`src/rtl/axi4_lite_rr_arbiter.sv`:
```
// Round-robin owner select for the shared AXI4-Lite path.
// Grant is held until done or watchdog release.
module axi4_lite_rr_arbiter #(
  parameter  int MASTER_NUM     = 2,
  parameter  int TIMEOUT_CYCLES = 256,
  localparam int ID_WIDTH       = $clog2(MASTER_NUM)
) (
  input  logic                  clk,
  input  logic                  rst,
  input  logic [MASTER_NUM-1:0] req,
  input  logic                  done,
  output logic [MASTER_NUM-1:0] grant,
  output logic [ID_WIDTH-1:0]   grant_id,
  output logic                  busy,
  output logic                  timeout_err
);

  localparam int CNT_W =
    (TIMEOUT_CYCLES > 2) ? $clog2(TIMEOUT_CYCLES) : 1;
  localparam logic [CNT_W-1:0] CNT_MAX =
    CNT_W'((TIMEOUT_CYCLES > 0) ? TIMEOUT_CYCLES - 1 : 0);
  localparam logic [ID_WIDTH-1:0] LAST_RST =
    ID_WIDTH'(MASTER_NUM - 1);

  typedef enum logic {
    IDLE,
    BUSY
  } state_t;

  state_t                r_state;
  logic [MASTER_NUM-1:0] r_grant;
  logic [ID_WIDTH-1:0]   r_grant_id;
  logic                  r_busy;
  logic                  r_to;
  logic [ID_WIDTH-1:0]   r_last;
  logic [CNT_W-1:0]      r_cnt;

  logic                  w_win_vld;
  logic [ID_WIDTH-1:0]   w_win_idx;
  logic [ID_WIDTH-1:0]   w_idx;
  logic [MASTER_NUM-1:0] w_onehot;
  logic                  w_expire;

  // Scan from the highest offset down so the nearest
  // requester after r_last is the final assignment.
  always_comb begin
    w_win_vld = 1'b0;
    w_win_idx = '0;
    w_idx     = '0;
    for (int k = MASTER_NUM; k >= 1; k--) begin
      w_idx = ID_WIDTH'((int'(r_last) + k) % MASTER_NUM);
      if (req[w_idx]) begin
        w_win_vld = 1'b1;
        w_win_idx = w_idx;
      end
    end
  end

  assign w_onehot = MASTER_NUM'(1) << w_win_idx;
  assign w_expire = (TIMEOUT_CYCLES > 0) && (r_cnt == CNT_MAX);

  always_ff @(posedge clk) begin
    if (rst) begin
      r_state    <= IDLE;
      r_grant    <= '0;
      r_grant_id <= '0;
      r_busy     <= 1'b0;
      r_to       <= 1'b0;
      r_last     <= LAST_RST;
      r_cnt      <= '0;
    end else begin
      case (r_state)
        IDLE: begin
          r_to  <= 1'b0;
          r_cnt <= '0;
          if (w_win_vld) begin
            r_state    <= BUSY;
            r_grant    <= w_onehot;
            r_grant_id <= w_win_idx;
            r_busy     <= 1'b1;
          end
        end
        BUSY: begin
          if (done || w_expire) begin
            r_state <= IDLE;
            r_grant <= '0;
            r_busy  <= 1'b0;
            r_last  <= r_grant_id;
            r_cnt   <= '0;
            r_to    <= !done;
          end else begin
            r_cnt <= r_cnt + CNT_W'(1);
          end
        end
        default: r_state <= IDLE;
      endcase
    end
  end

  assign grant       = r_grant;
  assign grant_id    = r_grant_id;
  assign busy        = r_busy;
  assign timeout_err = r_to;

  a_onehot: assert property (@(posedge clk)
    $onehot0(r_grant));
  a_busy: assert property (@(posedge clk)
    r_busy == (|r_grant));
  a_to_rel: assert property (@(posedge clk)
    r_to |-> !r_busy);

endmodule

```
`config.mk`:
```
export PLATFORM = sky130hd
export DESIGN_NAME = axi4_lite_rr_arbiter
export DESIGN_NICKNAME = d
export VERILOG_FILES = /design/src/rtl/axi4_lite_rr_arbiter.sv
export SDC_FILE = /design/constraint.sdc
export NUM_CORES = 1
export LEC_CHECK = 0
export ABC_AREA = 1
export BUFFER_PORTS_ARGS = -buffer_cell sky130_fd_sc_hd__buf_4
export CAP_MARGIN = 10
export CORE_MARGIN = 2
export CORE_UTILIZATION = 45
export DETAILED_ROUTE_END_ITERATION = 8
export GPL_TIMING_DRIVEN = 0
export MAX_ROUTING_LAYER = met4
export PLACE_DENSITY = 0.65
export SYNTH_ARGS = -nofsm -noshare
export SYNTH_HDL_FRONTEND = slang
export SYNTH_SLANG_ARGS = --single-unit
```
`constraint.sdc`:
```
create_clock -name clk -period 1.38 [get_ports clk]
set_input_delay 0 -clock clk [delete_from_list [all_inputs] [get_ports clk]]
set_output_delay 0 -clock clk [all_outputs]
set_load 0.02 [all_outputs]
```
==> run summary <==
The multi-input combinational cells in the finished layout cover a total of 276.5 um^2. Number of inserted filler cells in the final layout: 119. The depth of the CTS H-tree came out at 1.

The most critical setup path has its startpoint at r_cnt[0]$_SDFF_PP0_. The logs give 1.55 ns for the worst endpoint required time and 10 for the pin count of the biggest net entering global routing. The total number of placement rows came out at 13. The number of antenna-violating nets in the routed design is 0, and the post-CTS clock slew at the launch and capture registers of the worst setup and hold paths is 0.08 ns. The run gives 0 as the number of pins exceeding their max-slew limit in the final report. The element type at the critical path start is a register.

Setup repair after global routing left no endpoint under its margin. The logs give 0 for the number of antenna violations at the first check in global routing and 0 ns for the setup total negative slack. By count the netlist is led by 15 x sky130_fd_sc_hd__dfxtp_1, 14 x sky130_fd_sc_hd__nand2_1, 9 x sky130_fd_sc_hd__nor2_1.

The first routing iteration left 7 violations. In this run the count of I/O pins placed on the die edge is 10. The number of buffers inserted during clock tree synthesis is 3, and the static leakage is 0.2924 nW. The run finished with clean final reports. The average cell area after synthesis works out to 8.184 um^2. After the flow finishes, the layout carries non-filler instances totaling 103. The clock arrives with 0.001378 ns of skew.

The first TritonRoute pass finished after 2 iterations. The worst-case headroom to the max-slew limit was 0.7915. The worst-skew pair later-pin latency is 0.28 ns.

The share of the synthesized area in the top cell type is 0.4959. The number of nets handed over by synthesis was 80. The number of library cell types mapped by synthesis came out at 19. The critical path capture point type was a register. By area the synthesized netlist is led by sky130_fd_sc_hd__dfxtp_1 50%, sky130_fd_sc_hd__nand2_1 8.7%, sky130_fd_sc_hd__nor2_1 5.6%. The area of the mapped netlist was 605.6 um^2; the area inside the core boundary was 1285 um^2. In this run the most critical hold path is launched from done.

The number of global-route vias before repair is 392, and the growth of design area from synthesis to finish is 21.28%. The utilization after layout was 0.5716. The global-route wire length before repair is 1600 um, and the number of antenna repair diodes is 0.

The clock root buffer was sky130_fd_sc_hd__clkbuf_4. Counting flops with a built-in enable in the synthesized netlist gives 0. For the pin with the worst max-slew slack, the measured transition is 0.3099 ns. The startpoint identified for the worst register-to-register timing path is r_cnt[0]$_SDFF_PP0_. Timing would allow up to 0.7818 GHz. By instance count, the leading cell after synthesis is sky130_fd_sc_hd__dfxtp_1. The critical path is of the reg2reg type.

The data arrival time of the worst path was 1.45 ns. The setup-violating endpoint count in the final report came out at 0. The post-route minimum period works out to 1.279 ns.

The cell count after synthesis came out at 74. Dividing total power by cell area gives a power density of 1089 nW/um^2. The count of state elements after synthesis is 15.

The most used flip-flop cell after synthesis is sky130_fd_sc_hd__dfxtp_1. The count of input and output buffers is 9, and the fraction of the yosys area taken by sequential cells is 0.4959. The total count of hold-check failures in the final report is 0. The final critical-path share of the clock period was 0.9268. The die area is 1655 um^2, and the x dimension of the die is 40.69 um. The tool flagged a number of max-cap violations equal to 0. Yosys printed 0 warnings. The tools report the number of nets in the layout as 95.

The fraction of layout instances using a drive strength above 1 came out at 0.2386. The tools report the remaining global-route overflow as 0. The tools report the initial cell density of the core as 0.4713. The floorplan step set the die height to 40.69 um. The logs give 1005 um for the detailed-route wire length and 685.2 uV for the worst voltage drop across the vdd grid. Dividing the detail-routed wire length by the instance count gives 9.757 um.

The total global-route track usage is 0.1594. Total power for the finished layout comes to 0.0008001 W. Routability-driven placement finished with a final weighted congestion of 0.6865. The largest total area in the synthesized netlist belongs to sky130_fd_sc_hd__dfxtp_1. Detailed placement finished with a half-perimeter wire length of 771.6 um.

CTS saw 15 sinks. After detailed routing, the number of vias per cell comes to 4.835. The async set or reset register ratio after synthesis was 0. After detailed routing, the number of remaining DRC violations is 0. The longest clock path from root to sink contains 2 buffers. Registers take 301.5 um^2.

Of all nets on the critical path, the largest fanout is 4. TritonCTS built the clock tree. The number of placed instances, taps included, is 98. Detailed routing inserted a total of 498 vias. Path category of the worst min-delay check: in2reg.
area by class of cell:
class / count / share of cell area
clock buffers: 4 / 0.03578
inverters: 9 / 0.04600
repair buffers: 10 / 0.1056
well taps: 15 / 0.02555
multi-input cells: 50 / 0.3765
flip-flops and latches: 15 / 0.4106
state kept, by name, indices dropped and copies added (netlist names):
register	cells
grant_id	1
grant	2
busy	1
r_state	1
r_cnt	8
timeout_err	1
r_last	1
power breakdown:
group / leakage (nW) / internal [W] / total, W / switching (W)
Sequential: 0.123 / 0.000451 / 0.000463 / 0.0000122
Clock: 0.0150 / 0.000112 / 0.000246 / 0.000134
Combinational: 0.155 / 0.0000394 / 0.0000911 / 0.0000517
Total: 0.292 / 0.000602 / 0.000800 / 0.000198
kinds of logic (layout without fill, tap and decap cells):
kind of cell,count (synthesis),after routing,share of synthesized area
and+or+nand+nor,36,36,0.2934
DFF,15,15,0.4959
AOI/OAI and AO/OA,13,13,0.1343
buffers and inverters,9,23,0.05578
adders and majority gates,1,1,0.02066
worst max-delay path, cell delays in order (launching register included):
cell and delay [ns]:
sky130_fd_sc_hd__dfxtp_2 0.35, sky130_fd_sc_hd__ha_2 0.19, sky130_fd_sc_hd__nand2_1 0.08, sky130_fd_sc_hd__nor2_2 0.13, sky130_fd_sc_hd__nand2_2 0.10, sky130_fd_sc_hd__nand2_1 0.11
sky130_fd_sc_hd__nand2_2 0.08, sky130_fd_sc_hd__nand3_1 0.07, sky130_fd_sc_hd__a21oi_1 0.07
path summary, 6_finish.rpt:
| check | to | depth (start not counted) | slack (ns) |
|---|---|---|---|
| min | timeout_err$_SDFFE_PP0P_ | 3 | 0.02 |
| max reg2reg | grant[1]$_SDFFE_PP0P_ | 8 | 0.10 |
| min reg2reg | r_cnt[0]$_SDFF_PP0_ | 1 | 0.42 |
| max | grant[1]$_SDFFE_PP0P_ | 8 | 0.10 |
stage by stage:
| stage | cell area [um^2] | hold WS [ns] | setup slack, ns |
|---|---|---|---|
| 3_5_place_dp | 691.9 | 0.2245 | 0.04010 |
| 4_1_cts | 728.2 | 0.007517 | 0.02588 |
| 5_1_grt | 734.5 | 0.01434 | 0.006762 |
| 6_report | 734.5 | 0.01694 | 0.1010 |
| 2_1_floorplan | 605.6 | 0.06907 | 0.1876 |
| 3_3_place_gp | 691.9 | 0.2223 | 0.06495 |
placed cells by master (no fill, tap or decap), drive strengths merged, types with 4 or more instances in the layout:
cell type   n
inv         9
clkbuf      4
dfxtp      15
nand3       5
buf         9
a21oi       7
nor2        9
nand2      17
routing by layer:
metal,part of all wire,wire [um],track usage
met1,0.51,511,0.2121
met5,0,0,-
met2,0.43,436,0.1944
met3,0.050,50,0.08152
met4,0.0060,6,0.07500
what timing repair did:
action / 4_1_cts / 5_1_grt
hold endpoints to repair: 3 / 0
setup buffers: 0 / 0
hold buffers: 1 / 0
gates resized for setup: 0 / 3
endpoints found under the setup margin: 0 / 7
(Power assumes the default switching activity.)
